==> src/rtl/fetch_queue.sv <==
// fetch_queue: decoupling FIFO between fetch and decode.
// Circular buffer of DEPTH fetch_data_t entries with wrap-bit pointers,
// valid/ready on both sides, flushed on frontend redirect.
// Optional macro FETCH_QUEUE_BYPASS_EN: when the queue is empty, an incoming
// packet is presented to decode in the same cycle (0-cycle latency).

package fetch_queue_pkg;
    typedef struct packed {
        logic [31:0] pc;
        logic [31:0] data;
        logic [7:0]  bp;
    } fetch_data_t;
endpackage

module fetch_queue
    import fetch_queue_pkg::*;
#(
    parameter int DEPTH = 4,
    localparam int CNT_W = $clog2(DEPTH) + 1
) (
    input  logic             clk,
    input  logic             rstn,
    input  logic             flush_i,
    input  fetch_data_t      in_i,
    input  logic             in_i_valid,
    output logic             in_i_ready,
    output fetch_data_t      out_o,
    output logic             out_o_valid,
    input  logic             out_o_ready,
    output logic [CNT_W-1:0] count_o
);

    localparam int IDX_W = $clog2(DEPTH);

    logic [CNT_W-1:0] wptr_q, wptr_d;
    logic [CNT_W-1:0] rptr_q, rptr_d;
    fetch_data_t      mem_q [DEPTH];

    logic empty_s;
    logic full_s;
    logic store_valid_s;
    logic push_s;
    logic pop_s;

    assign empty_s = (wptr_q == rptr_q);
    assign full_s  = (wptr_q[IDX_W-1:0] == rptr_q[IDX_W-1:0]) &&
                     (wptr_q[CNT_W-1] != rptr_q[CNT_W-1]);
    assign count_o = wptr_q - rptr_q;

    // Handshake and output selection; flush and reset mask both sides.
    always_comb begin
        in_i_ready    = 1'b0;
        store_valid_s = 1'b0;
        out_o_valid   = 1'b0;
        out_o         = mem_q[rptr_q[IDX_W-1:0]];
        push_s        = 1'b0;
        pop_s         = 1'b0;

        in_i_ready    = !full_s && !flush_i && rstn;
        store_valid_s = !empty_s && !flush_i && rstn;
        pop_s         = store_valid_s && out_o_ready;
`ifdef FETCH_QUEUE_BYPASS_EN
        if (empty_s && !flush_i && rstn) begin
            // Empty queue: present the incoming packet directly; only store it
            // if decode does not take it this cycle.
            out_o_valid = in_i_valid;
            out_o       = in_i;
            push_s      = in_i_valid && in_i_ready && !out_o_ready;
        end else begin
            out_o_valid = store_valid_s;
            push_s      = in_i_valid && in_i_ready;
        end
`else
        out_o_valid = store_valid_s;
        push_s      = in_i_valid && in_i_ready;
`endif
    end

    // Pointer next-state: flush clears both pointers, otherwise advance on handshakes.
    always_comb begin
        wptr_d = wptr_q;
        rptr_d = rptr_q;
        if (flush_i) begin
            wptr_d = '0;
            rptr_d = '0;
        end else begin
            wptr_d = wptr_q + CNT_W'(push_s);
            rptr_d = rptr_q + CNT_W'(pop_s);
        end
    end

    // Pointer registers with synchronous active-low reset.
    always_ff @(posedge clk) begin
        if (!rstn) begin
            wptr_q <= '0;
            rptr_q <= '0;
        end else begin
            wptr_q <= wptr_d;
            rptr_q <= rptr_d;
        end
    end

    // Entry storage; deliberately not reset, pointers define validity.
    always_ff @(posedge clk) begin
        if (push_s) begin
            mem_q[wptr_q[IDX_W-1:0]] <= in_i;
        end
    end

    fetch_queue_sva #(.DEPTH(DEPTH)) u_sva (
        .clk           (clk),
        .rstn          (rstn),
        .push_i        (push_s),
        .pop_i         (pop_s),
        .full_i        (full_s),
        .empty_i       (empty_s),
        .store_valid_i (store_valid_s),
        .count_i       (count_o)
    );

endmodule

// fetch_queue_sva: protocol/occupancy properties for fetch_queue.
module fetch_queue_sva #(
    parameter int DEPTH = 4,
    localparam int CNT_W = $clog2(DEPTH) + 1
) (
    input logic             clk,
    input logic             rstn,
    input logic             push_i,
    input logic             pop_i,
    input logic             full_i,
    input logic             empty_i,
    input logic             store_valid_i,
    input logic [CNT_W-1:0] count_i
);

    a_no_push_full: assert property (@(posedge clk) disable iff (!rstn) push_i |-> !full_i);
    a_no_pop_empty: assert property (@(posedge clk) disable iff (!rstn) pop_i |-> !empty_i);
    a_count_range:  assert property (@(posedge clk) disable iff (!rstn) count_i <= CNT_W'(DEPTH));
    a_valid_nempty: assert property (@(posedge clk) disable iff (!rstn) store_valid_i |-> !empty_i);

endmodule

==> config.mk <==
export PLATFORM = sky130hd
export DESIGN_NAME = fetch_queue
export DESIGN_NICKNAME = d
export VERILOG_FILES = /design/src/rtl/fetch_queue.sv
export SDC_FILE = /design/constraint.sdc
export NUM_CORES = 1
export LEC_CHECK = 0
export ABC_AREA = 1
export BUFFER_PORTS_ARGS = -buffer_cell sky130_fd_sc_hd__clkbuf_2
export CORE_ASPECT_RATIO = 0.9
export CORE_MARGIN = 10
export CORE_UTILIZATION = 55
export CTS_CLUSTER_DIAMETER = 150
export DETAILED_ROUTE_END_ITERATION = 8
export GPL_ROUTABILITY_DRIVEN = 0
export PLACE_DENSITY = 0.79
export SLEW_MARGIN = 5
export SYNTH_ARGS = -nofsm -noshare
export SYNTH_HDL_FRONTEND = slang
export SYNTH_SLANG_ARGS = --single-unit
==> constraint.sdc <==
create_clock -name clk -period 6.6 [get_ports clk]
set_input_delay 0.66 -clock clk [delete_from_list [all_inputs] [get_ports clk]]
set_output_delay 0.66 -clock clk [all_outputs]
set_load 0.02 [all_outputs]
# [After elaboration in Yosys (flattened, before gate mapping)]
# Memories as Yosys holds them, arrays and structs flattened. A register that Yosys moved wholly into a read port is not among the register bits.
# Cells that the tools add are included.
[totals] register_bits=6 mem_bits_rw=288 input_bits=77 out_inout_bits=77 elab_cells=24 memories=1
[mem_list] name="mem_q" depth=4 width=72 rd=1 rd_clocked_by_memory_dff=1 write_ports=1 line="37" text="fetch_data_t mem_q [DEPTH];"
[classes] addsub=3 eq_ne=3 muxes=3 bitwise=1 reduce_logical=11
[op_table] op="$logic_and 1x1->1" n=7
[op_table] op="$add 3x1->3" n=2
[op_table] op="$eq 3x3->1" n=1
[op_table] op="$logic_not 1->1" n=3
[op_table] op="$sub 3x3->3" n=1
[op_table] op="$eq 2x2->1" n=1
[op_table] op="$mux 1" n=2
[op_table] op="$mux 2" n=1
[op_table] op="$reduce_or 2->1" n=1
[op_table] op="$ne 1x1->1" n=1
[op_table] op="$not 1->1" n=1

# [Depth between registers and ports, before layout]
# Gate-level depths: netlist (run 1).
[logic_depth] depth_word=8 depth_mapped=13 depth_no_buf=11

# [Worst setup path before layout (run 1)]
# Ideal clock, no wire load.
[synth_timing] kind="register to register" start="register rptr_q[1]" end="memory mem_q[0][0] in the netlist's numbering, enable pin" setup_ns=0.503 arrival_time_ns=4.331 t_required_ns=6.097 path_slack_ns=1.766 path_stages_with_launch=10 path_buffers=2 synth_period_minus_slack_ns=4.834 cell_sequence="dfxtp_1 > buf_6 > clkinv_4 > buf_2 > ha_1 > nand2_1 > inv_1 > nand3_1 > nand3_1 > nor2_1"
[synth_between] elab_chain_cells=8
[synth_rtl] element="from (decl)" line="36" text="logic [CNT_W-1:0] rptr_q, rptr_d;"
[synth_rtl] element="from (signal assigned)" line="99" text="rptr_q <= rptr_d;"
[synth_rtl] element="$eq 2x2->1" line="46" text="assign full_s = (wptr_q[IDX_W-1:0] == rptr_q[IDX_W-1:0]) &&"
[synth_rtl] element="$logic_and 1x1->1" line="46"
[synth_rtl] element="$logic_not 1->1" line="59" text="in_i_ready = !full_s && !flush_i && rstn;"
[synth_rtl] element="$logic_and 1x1->1 (2 in a row)" line="59"
[synth_rtl] element="$logic_and 1x1->1" line="75" text="push_s = in_i_valid && in_i_ready;"
[synth_rtl] element="$mux 1" line="105" text="if (push_s) begin"
[synth_rtl] element="$mux 1 (not written as such)" line="106" text="mem_q[wptr_q[IDX_W-1:0]] <= in_i;"
[synth_rtl] element="to (decl)" line="37"
# Every way passes these cells.

==> results of run 1 <==
==> power groups by stage <==
stage / Clock, mW / Sequential (mW) / Combinational, mW
6_report: 1.50 / 2.07 / 0.107
3_3_place_gp: 0 / 2.11 / 0.105
2_1_floorplan: 0 / 2.11 / 0.0437
4_1_cts: 1.53 / 2.07 / 0.109
3_5_place_dp: 0 / 2.11 / 0.108
5_1_grt: 1.61 / 2.07 / 0.117
==> cell families (layout without fill, tap and decap cells) <==
kind of cell,count (synthesis),in the layout
and+or+nand+nor,168,168
xor gates and xnor gates,3,3
buffers and inverters,64,229
adders and majority gates,7,7
DFF,294,294
AOI/OAI and AO/OA,218,218
==> metal layers <==
metal | GRT usage | wire length, um | up-vias
met3 | 0.0376 | 1820 | 29
met4 | 0.0345 | 278 | 4
met1 | 0.230 | 10200 | 3271
met5 | 0 | 17 | -
met2 | 0.282 | 11600 | 256
li1 | - | - | 3117
==> metrics by stage <==
stage / setup slack, ns / utilization / instance area, um2
after global routing: 2.72 / 0.642 / 13400
after floorplan: 1.77 / - / 11600
after CTS: 2.95 / 0.642 / 13400
after global placement: 3.01 / 0.601 / 12500
after detailed placement: 2.94 / 0.601 / 12500
final: 2.94 / 0.642 / 13400
==> final cells by class <==
cell class                 count  area [um2]
timing repair buffer         159         811
fill                        1515        7450
inverter                      18        80.1
clock buffer                  39         763
clock inverter                13         108
tap                          286         358
sequential                   294        8770
multi-input combinational    396        2490
==> cells in the mapped netlist (all sizes together) <==
master / instances
clkinv: 1
buf: 23
fa: 1
nand2: 10
edfxtp: 288
xnor2: 2
o21ai: 145
a21oi: 1
xor2: 1
inv: 17
ha: 6
nand3: 2
dfxtp: 6
nor2: 156
clkbuf: 23
o22ai: 72
==> worst max-delay path by stage <==
stage | start | depth (start not counted) | end
6_report | rptr_q[0] | 4 | out_o[71]
5_1_grt | rptr_q[0] | 7 | mem_q[0][53]
4_1_cts | rptr_q[0] | 7 | mem_q[0][51]
3_5_place_dp | rptr_q[0] | 7 | mem_q[0][52]
3_3_place_gp | rptr_q[0] | 7 | mem_q[0][54]
2_1_floorplan | rptr_q[1] | 9 | mem_q[0][0]
==> flip-flops by register name, indices dropped and copies added, names as in the netlist <==
name / cells
rptr_q: 3
mem_q: 288
wptr_q: 3
==> worst max-delay path, cell delays in order (launching register included) <==
cell      delay (ns)
dfxtp_4         0.87
buf_4           0.70
o21ai_0         0.24
o22ai_1         0.36
clkbuf_2        0.24
==> results.md, run 1 <==
- Outcome: finished, final reports clean
- Worst EP arrival: 3.00 ns
- Class of the tightest hold or removal check: in2reg
- Number of buffers added by the clock tree synthesis step: 28
- Internal power: 2.98 mW
- Share of Yosys cell area claimed by the top area cell type: 0.743
- Endpoint, Worst Hold: mem_q[2][60]
- Clock tree from TritonCTS: yes
- Per-instance average area after synthesis: 15.4 um2
- HP Start: in_i[60]
- Final clock period utilization by the worst path: 0.555
- Leak: 4.66 nW
- Reg2reg end: mem_q[0][37]
- Net total in the final layout: 981
- R2R depth: 7
- Number of cell rows: 50
- H-tree level count: 1
- Area share of fa/ha/maj cells after synthesis: 0.00817
- Achievable Freq: 273 MHz
- Post-CTS setup buffer count: 0
- Measured slew at the worst slew-check pin: 1.09 ns
- Average routed wire per standard cell: 19.9 um
- Placeable core region: 0.0208 mm2
- Crit path kind: reg2out
- XOR/XNOR Fraction of Synth Area: 0.00226
- Source-to-sink clock delay at the later pin of the worst-skew pair: 0.52 ns
- Cell types occupying the most area after synthesis: edfxtp_1 74%, o22ai_2 6.4%, o21ai_0 5.7%
- Most common library cell in the layout ignoring fill and taps: edfxtp_1
- Via count of the first global-routing pass: 6789
- Largest fanout on the critical path: 77
- RSZ-0062 raised after global routing: false
- Depth of the worst hold-timing path: 1
- Maximum Capacitance Violations: 0
- Element type at the critical path end: primary output
- Total nets after synthesis: 838
- Synthesized cell area: 0.0116 mm2
- Total global routing track utilization: 0.171
- Final slew viol count: 0
- Number of top-level pins: 154
- Flops & latches, synth: 294
- Maximum number of pins on one net before global-route repair: 145
- Combinational fraction of design power: 0.029
- Net load switching power: 0.699 mW
- Total of endpoints with negative setup slack in the final report: 0
- Initial antenna violation count: 2
- Slack of the worst reg-to-reg path: 2.97 ns
- Overall die width: 173 um
- Normalized max-slew margin: 0.274
- Share of total power in the clock network: 0.409
- R2R Path Start: rptr_q[0]
- Root buffer selected by CTS: clkbuf_16
- Global-route wire length before repair: 37500 um
- Worst supply voltage drop on vdd: 233 uV
- Detailed placement HPWL: 13800 um
- Power, Total: 3.68 mW
- Cells after synthesis: 754
- Gates resized, CTS repair: 0
- Cell type contributing the most total cell area after synthesis: edfxtp_1
- Area delta synth->final: 15.0%
- Overall die area: 0.0274 mm2
- Sequential element share of the synthesized area: 0.753
- Clock slew seen by the registers of the worst setup and hold paths: 0.06 ns
- Combinational family with the most area after synthesis: compound AO/OA/AOI/OAI gates
- Proportion of power drawn by flip-flops and latches: 0.562
- Clk_skew: 0.00757 ns
- Final routed DRC violation total: 0
- Routed via count: 6677
- Avg Vias per Cell: 5.54
- Routed Antenna Nets: 0
- Number of hold-slack violations in the final timing report: 0
- Total of buffers placed on input and output ports: 153
- Area fraction in compound gates after synthesis: 0.134
- Detailed router's first-iteration violation count: 613
- CTS max path bufs: 3
- Ratio of total power to cell area: 275 mW/mm2
- Switching part of the total: 0.190
- Non-Filler Instances: 1205
- Warnings from Yosys: 0
- Data required time of the worst path: 5.94 ns
- Initial Utilization: 0.559
- Hold slack: 0.349 ns
- Pre-Repair DR Iteration Count: 5
- Die Y: 158 um
- Overflow after GRT: 0
- Detailed-route wire length: 23900 um
- Setup total negative slack: 0 ns
- Number of distinct library cells after synthesis: 23
- Final worst path period need: 3.66 ns
- Startpoint type of the worst setup path: flip-flop
- Mux share of post-synthesis cell area: 0
- Number of diodes added for antenna fixing: 0
- Commonest cells after routing, fill and taps aside: 288 x edfxtp_1, 153 x clkbuf_2, 133 x o21ai_0
- Simple-gate share of the synthesized area: 0.0673
- Fraction of layout instances using a drive strength above 1: 0.349
- TritonCTS Sinks: 294
- Instance count after placement with tap cells included: 1153
- Count of hold buffers inserted by post-cts repair: 0
(Power assumes the default switching activity.)
==> run 2, diff against run 1 <==
--- a/config.mk
+++ b/config.mk
@@ -9,11 +9,11 @@
 export BUFFER_PORTS_ARGS = -buffer_cell sky130_fd_sc_hd__clkbuf_2
 export CORE_ASPECT_RATIO = 0.9
 export CORE_MARGIN = 10
-export CORE_UTILIZATION = 55
+export CORE_UTILIZATION = 52
 export CTS_CLUSTER_DIAMETER = 150
 export DETAILED_ROUTE_END_ITERATION = 8
 export GPL_ROUTABILITY_DRIVEN = 0
-export PLACE_DENSITY = 0.79
+export PLACE_DENSITY = 0.78
 export SLEW_MARGIN = 5
 export SYNTH_ARGS = -nofsm -noshare
 export SYNTH_HDL_FRONTEND = slang
==> constraint.sdc (replaced) <==
create_clock -name clk -period 3.35 [get_ports clk]
set_input_delay 0.335 -clock clk [delete_from_list [all_inputs] [get_ports clk]]
set_output_delay 0.335 -clock clk [all_outputs]
set_load 0.02 [all_outputs]
==> run 2 against run 1 <==
Compared with the run above: worst setup slack worse by 2.4 ns; hold slack lost 0.33 ns; via count shrank 0.75%; core utilization decreased by 2.5 points; non-clock buffer count is 6 higher; wire length fell by 0.10%; critical path depth unchanged; critical path type unchanged.
==> results.md, run 2 (synthesis gave the netlist of run 1 again) <==
- Most common library cell in the layout ignoring fill and taps: edfxtp_1
- Detailed-route wire length: 23900 um
- Worst supply voltage drop on vdd: 571 uV
- Power, Total: 7.29 mW
- Max reg flops: 288
- Pre-Repair DR Iteration Count: 5
- Delay of the slowest cell on the worst path: 0.59 ns
- Die Y: 162 um
- GRT Max-Usage Layer: met2
- Largest fanout on the critical path: 144
- Fraction of layout instances using a drive strength above 1: 0.358
- Post-CTS setup buffer count: 0
- Data required time of the worst path: 3.01 ns
- Gates resized, CTS repair: 0
- Worst EP arrival: 2.45 ns
- Clk_skew: 0.00886 ns
- Cell area after placement: 0.0126 mm2
- Outcome: finished, final reports clean
- Total of endpoints with negative setup slack in the final report: 0
- Number of hold-slack violations in the final timing report: 0
- Class of the tightest hold or removal check: in2reg
- Met1 Track Usage GR: 0.211
- Detailed router's first-iteration violation count: 495
- Ratio of total power to cell area: 541 mW/mm2
- Final clock period utilization by the worst path: 0.831
- Commonest cells after routing, fill and taps aside: 288 x edfxtp_1, 153 x clkbuf_2, 133 x o21ai_0
- Maximum Capacitance Violations: 0
- Cells along the critical path: inv_8 -> o21ai_0 -> o22ai_2 -> clkbuf_2
- Root buffer selected by CTS: clkbuf_16
- Final worst path period need: 2.79 ns
- Routed Antenna Nets: 0
- Count of hold buffers inserted by post-cts repair: 0
- Crit path kind: reg2out
- Total of buffers placed on input and output ports: 153
- Measured slew at the worst slew-check pin: 1.07 ns
- Number of cell rows: 51
- Achievable Freq: 359 MHz
- Worst path buffer plus inverter count: 2
- Normalized max-slew margin: 0.286
- Routed via count: 6627
- Detailed placement HPWL: 13700 um
- Cell area after layout: 0.0135 mm2
- Post-Place Setup Slack: 0.893 ns
- Largest delay share family, worst path: buffers and inverters
- Overall die area: 0.0288 mm2
- H-tree level count: 1
- Global routing usage on met3: 0.0396
- Leak: 4.71 nW
- Average routed wire per standard cell: 19.6 um
- Net total in the final layout: 988
- Startpoint type of the worst setup path: flip-flop
- Clock tree from TritonCTS: yes
- Area delta synth->final: 15.7%
- Final slew viol count: 0
- Global-route wire length before repair: 37100 um
- Initial antenna violation count: 1
- RSZ-0062 raised after global routing: false
- Initial Utilization: 0.533
- Total global routing track utilization: 0.162
- Cell with the biggest individual delay on the critical path: inv_8
- Overflow after GRT: 0
- Overall die width: 178 um
- Maximum number of pins on one net before global-route repair: 145
- Element type at the critical path end: primary output
- Placeable core region: 0.0218 mm2
- Non-Filler Instances: 1217
- Number of top-level pins: 154
- Final routed DRC violation total: 0
- TritonCTS Sinks: 294
- Setup total negative slack: 0 ns
- Source-to-sink clock delay at the later pin of the worst-skew pair: 0.53 ns
- GRT met2 Usage: 0.267
- Avg Vias per Cell: 5.45
- Instance count after placement with tap cells included: 1164
- Number of buffers added by the clock tree synthesis step: 29
- Clock slew seen by the registers of the worst setup and hold paths: 0.06 ns
- Via count of the first global-routing pass: 6761
- Fin worst setup slack: 0.565 ns
- CTS max path bufs: 3
run 2: area by class of cell:
cell class | count | area, um2
antenna | 1 | 2.50
clock buffer | 34 | 744
clock inverter | 18 | 133
fill | 1624 | 8350
inverter | 18 | 80.1
multi-input combinational | 396 | 2490
sequential | 294 | 8770
tap | 291 | 364
timing repair buffer | 165 | 881
run 2: path summary, 6_finish.rpt:
check / start / end / slack [ns] / cells after the start
hold reg to reg: wptr_q[2] / wptr_q[2] / 0.59 / 2
setup reg to reg: wptr_q[0] / mem_q[3][39] / 0.92 / 8
hold / removal: in_i[12] / mem_q[3][12] / 0.02 / 1
setup / recovery: rptr_q[0] / out_o[65] / 0.56 / 4
run 2: worst reg2reg max path: stages, from the launching register on:
cell and delay [ns]:
dfxtp_1 0.38, inv_1 0.09, ha_1 0.31, nand2_1 0.08, inv_1 0.06, nand3_1 0.07, nand3_1 0.30, nor2_4 0.43
buf_4 0.38
run 2: power breakdown:
group / internal (mW) / leakage [nW] / switching [mW]
logic: 0.0726 / 1.62 / 0.137
registers: 4.07 / 2.65 / 0.00707
clock network: 1.73 / 0.434 / 1.27
run 2: per-stage QoR:
step / utilization / hold WS, ns
floorplan: - / 0.434
global placement: 0.577 / 0.551
detailed placement: 0.577 / 0.554
CTS: 0.617 / 0.00397
global route: 0.617 / 0.00568
finish: 0.617 / 0.0199
run 2: metal layers:
| metal | vias up | share of wire |
|---|---|---|
| li1 | 3126 | - |
| met1 | 3263 | 0.43 |
| met2 | 198 | 0.48 |
| met3 | 40 | 0.069 |
| met4 | 0 | 0.023 |
| met5 | - | 0 |
==> run 3, diff against run 2 <==
--- a/config.mk
+++ b/config.mk
@@ -9,11 +9,11 @@
 export BUFFER_PORTS_ARGS = -buffer_cell sky130_fd_sc_hd__clkbuf_2
 export CORE_ASPECT_RATIO = 0.9
 export CORE_MARGIN = 10
-export CORE_UTILIZATION = 52
+export CORE_UTILIZATION = 55
 export CTS_CLUSTER_DIAMETER = 150
 export DETAILED_ROUTE_END_ITERATION = 8
 export GPL_ROUTABILITY_DRIVEN = 0
-export PLACE_DENSITY = 0.78
+export PLACE_DENSITY = 0.79
 export SLEW_MARGIN = 5
 export SYNTH_ARGS = -nofsm -noshare
 export SYNTH_HDL_FRONTEND = slang
==> constraint.sdc (replaced) <==
create_clock -name clk -period 2.6 [get_ports clk]
set_input_delay 0.26 -clock clk [delete_from_list [all_inputs] [get_ports clk]]
set_output_delay 0.26 -clock clk [all_outputs]
set_load 0.02 [all_outputs]
==> run 3 against run 2 <==
Compared with the run above: first-iteration DRC count is 2.2% higher; critical endpoint is now out_o[14]; critical path depth rose by 1; worst setup slack got worse by 0.40 ns; core utilization increased by 7.5 points; highest routed layer unchanged; largest power group unchanged; clock skew rose by 0.0087 ns; sequential share of layout area is 4.3 points lower.
==> results.md, run 3 (synthesis gave the netlist of run 1 again) <==
- Net total in the final layout: 1064
- Root buffer selected by CTS: clkbuf_16
- Commonest cells after routing, fill and taps aside: 288 x edfxtp_1, 153 x clkbuf_2, 133 x o21ai_0
- Area delta synth->final: 23.8%
- Data required time of the worst path: 2.34 ns
- Setup total negative slack: 0 ns
- Total of endpoints with negative setup slack in the final report: 0
- Worst path buffer plus inverter count: 3
- Pre-Repair DR Iteration Count: 5
- Number of buffers added by the clock tree synthesis step: 29
- Maximum number of pins on one net before global-route repair: 76
- Clock slew seen by the registers of the worst setup and hold paths: 0.06 ns
- Clk_skew: 0.0176 ns
- Total global routing track utilization: 0.178
- Worst supply voltage drop on vdd: 632 uV
- Most common library cell in the layout ignoring fill and taps: edfxtp_1
- Non-Filler Instances: 1287
- RSZ-0062 raised after global routing: false
- Cell area after placement: 0.0127 mm2
- Delay of the slowest cell on the worst path: 0.38 ns
- Cell with the biggest individual delay on the critical path: dfxtp_4
- Die Y: 158 um
- Final slew viol count: 0
- Routed via count: 6958
- Avg Vias per Cell: 5.41
- Max reg flops: 288
- Final routed DRC violation total: 0
- Largest delay share family, worst path: buffers and inverters
- Class of the tightest hold or removal check: in2reg
- Leak: 5.09 nW
- Average routed wire per standard cell: 19.0 um
- Fraction of layout instances using a drive strength above 1: 0.343
- Cell area after layout: 0.0144 mm2
- Instance count after placement with tap cells included: 1163
- Routed Antenna Nets: 0
- Worst EP arrival: 2.18 ns
- CTS max path bufs: 3
- Clock tree from TritonCTS: yes
- Global-route wire length before repair: 39200 um
- Number of cell rows: 50
- Detailed router's first-iteration violation count: 506
- Measured slew at the worst slew-check pin: 0.541 ns
- Normalized max-slew margin: 0.639
- Final worst path period need: 2.44 ns
- Initial Utilization: 0.559
- Element type at the critical path end: primary output
- Ratio of total power to cell area: 669 mW/mm2
- Initial antenna violation count: 1
- Number of hold-slack violations in the final timing report: 0
- Cells along the critical path: inv_8 -> buf_12 -> o21ai_0 -> o22ai_2 -> clkbuf_2
- Fin worst setup slack: 0.160 ns
- Via count of the first global-routing pass: 7283
- Outcome: finished, final reports clean
- Overall die width: 173 um
- Utilization after layout: 0.692
- Overflow after GRT: 0
- Detailed-route wire length: 24400 um
- Largest fanout on the critical path: 75
- Number of top-level pins: 154
- Detailed placement HPWL: 13900 um
- H-tree level count: 1
- Crit path kind: reg2out
- Achievable Freq: 410 MHz
- Overall die area: 0.0274 mm2
- Total of buffers placed on input and output ports: 153
- Post-Place Setup Slack: 0.582 ns
- TritonCTS Sinks: 294
- Final clock period utilization by the worst path: 0.939
- Source-to-sink clock delay at the later pin of the worst-skew pair: 0.53 ns
- Placeable core region: 0.0208 mm2
- Startpoint type of the worst setup path: flip-flop
- Maximum Capacitance Violations: 0
run 3: changes by cell type in the layout (fill, tap and decap cells not counted), moves of 2 or more:
cell / change
dlygate4sd3_1: +72
buf_12: +8
buf_4: -6
clkbuf_8: +6
clkinv_1: -5
clkinv_2: -4
buf_6: +2
nand3_1: -2
run 3: area by class of cell:
cell class / instances / area, um2
Sequential cell: 294 / 8770
Fill cell: 1369 / 6420
Multi-Input combinational cell: 396 / 2520
Timing Repair Buffer: 241 / 1740
Clock buffer: 41 / 831
Tap cell: 286 / 358
Clock inverter: 10 / 109
Inverter: 18 / 80.1
Antenna cell: 1 / 2.50
run 3: path summary, 6_finish.rpt:
kind | from | end | slack, ns | depth (start not counted)
hold reg to reg | wptr_q[2] | wptr_q[2] | 0.57 | 2
setup reg to reg | wptr_q[0] | mem_q[2][14] | 0.57 | 8
hold / removal | flush_i | rptr_q[0] | 0.15 | 4
setup / recovery | rptr_q[0] | out_o[14] | 0.16 | 5
run 3: per-layer routing:
metal	routed length, um	GRT usage	part of all wire	vias up
met2	12300	0.310	0.50	241
met5	0	0	0	-
met4	568	0.0562	0.023	0
met3	1530	0.0388	0.063	44
li1	-	-	-	3277
met1	10000	0.220	0.41	3396
run 3: worst reg2reg max path, delay by kind of cell, from the launching register on:
kind / cells / cell delay, ns
flip-flops: 1 / 0.36
buffers and inverters: 3 / 0.53
AND/OR/NAND/NOR: 4 / 0.45
adder cells (fa/ha/maj): 1 / 0.32
run 3: stage by stage:
| stage | hold slack, ns | total power [mW] |
|---|---|---|
| 2_1_floorplan | 0.359 | 5.47 |
| 4_1_cts | 0.140 | 9.72 |
| 3_3_place_gp | 0.478 | 5.62 |
| 3_5_place_dp | 0.481 | 5.63 |
| 5_1_grt | 0.188 | 9.96 |
| 6_report | 0.153 | 9.65 |
run 3: timing repair:
action / 4_1_cts / 5_1_grt
setup endpoints to repair: 0 / 4
endpoints found under the hold margin: 288 / 0
resized for setup: 0 / 2
buffers inserted: 0 / 0
hold buffers: 72 / 0
run 3: where the power goes:
part	internal (mW)	switching, mW
clock	2.41	1.62
sequential	5.24	0.00918
combinational	0.168	0.201
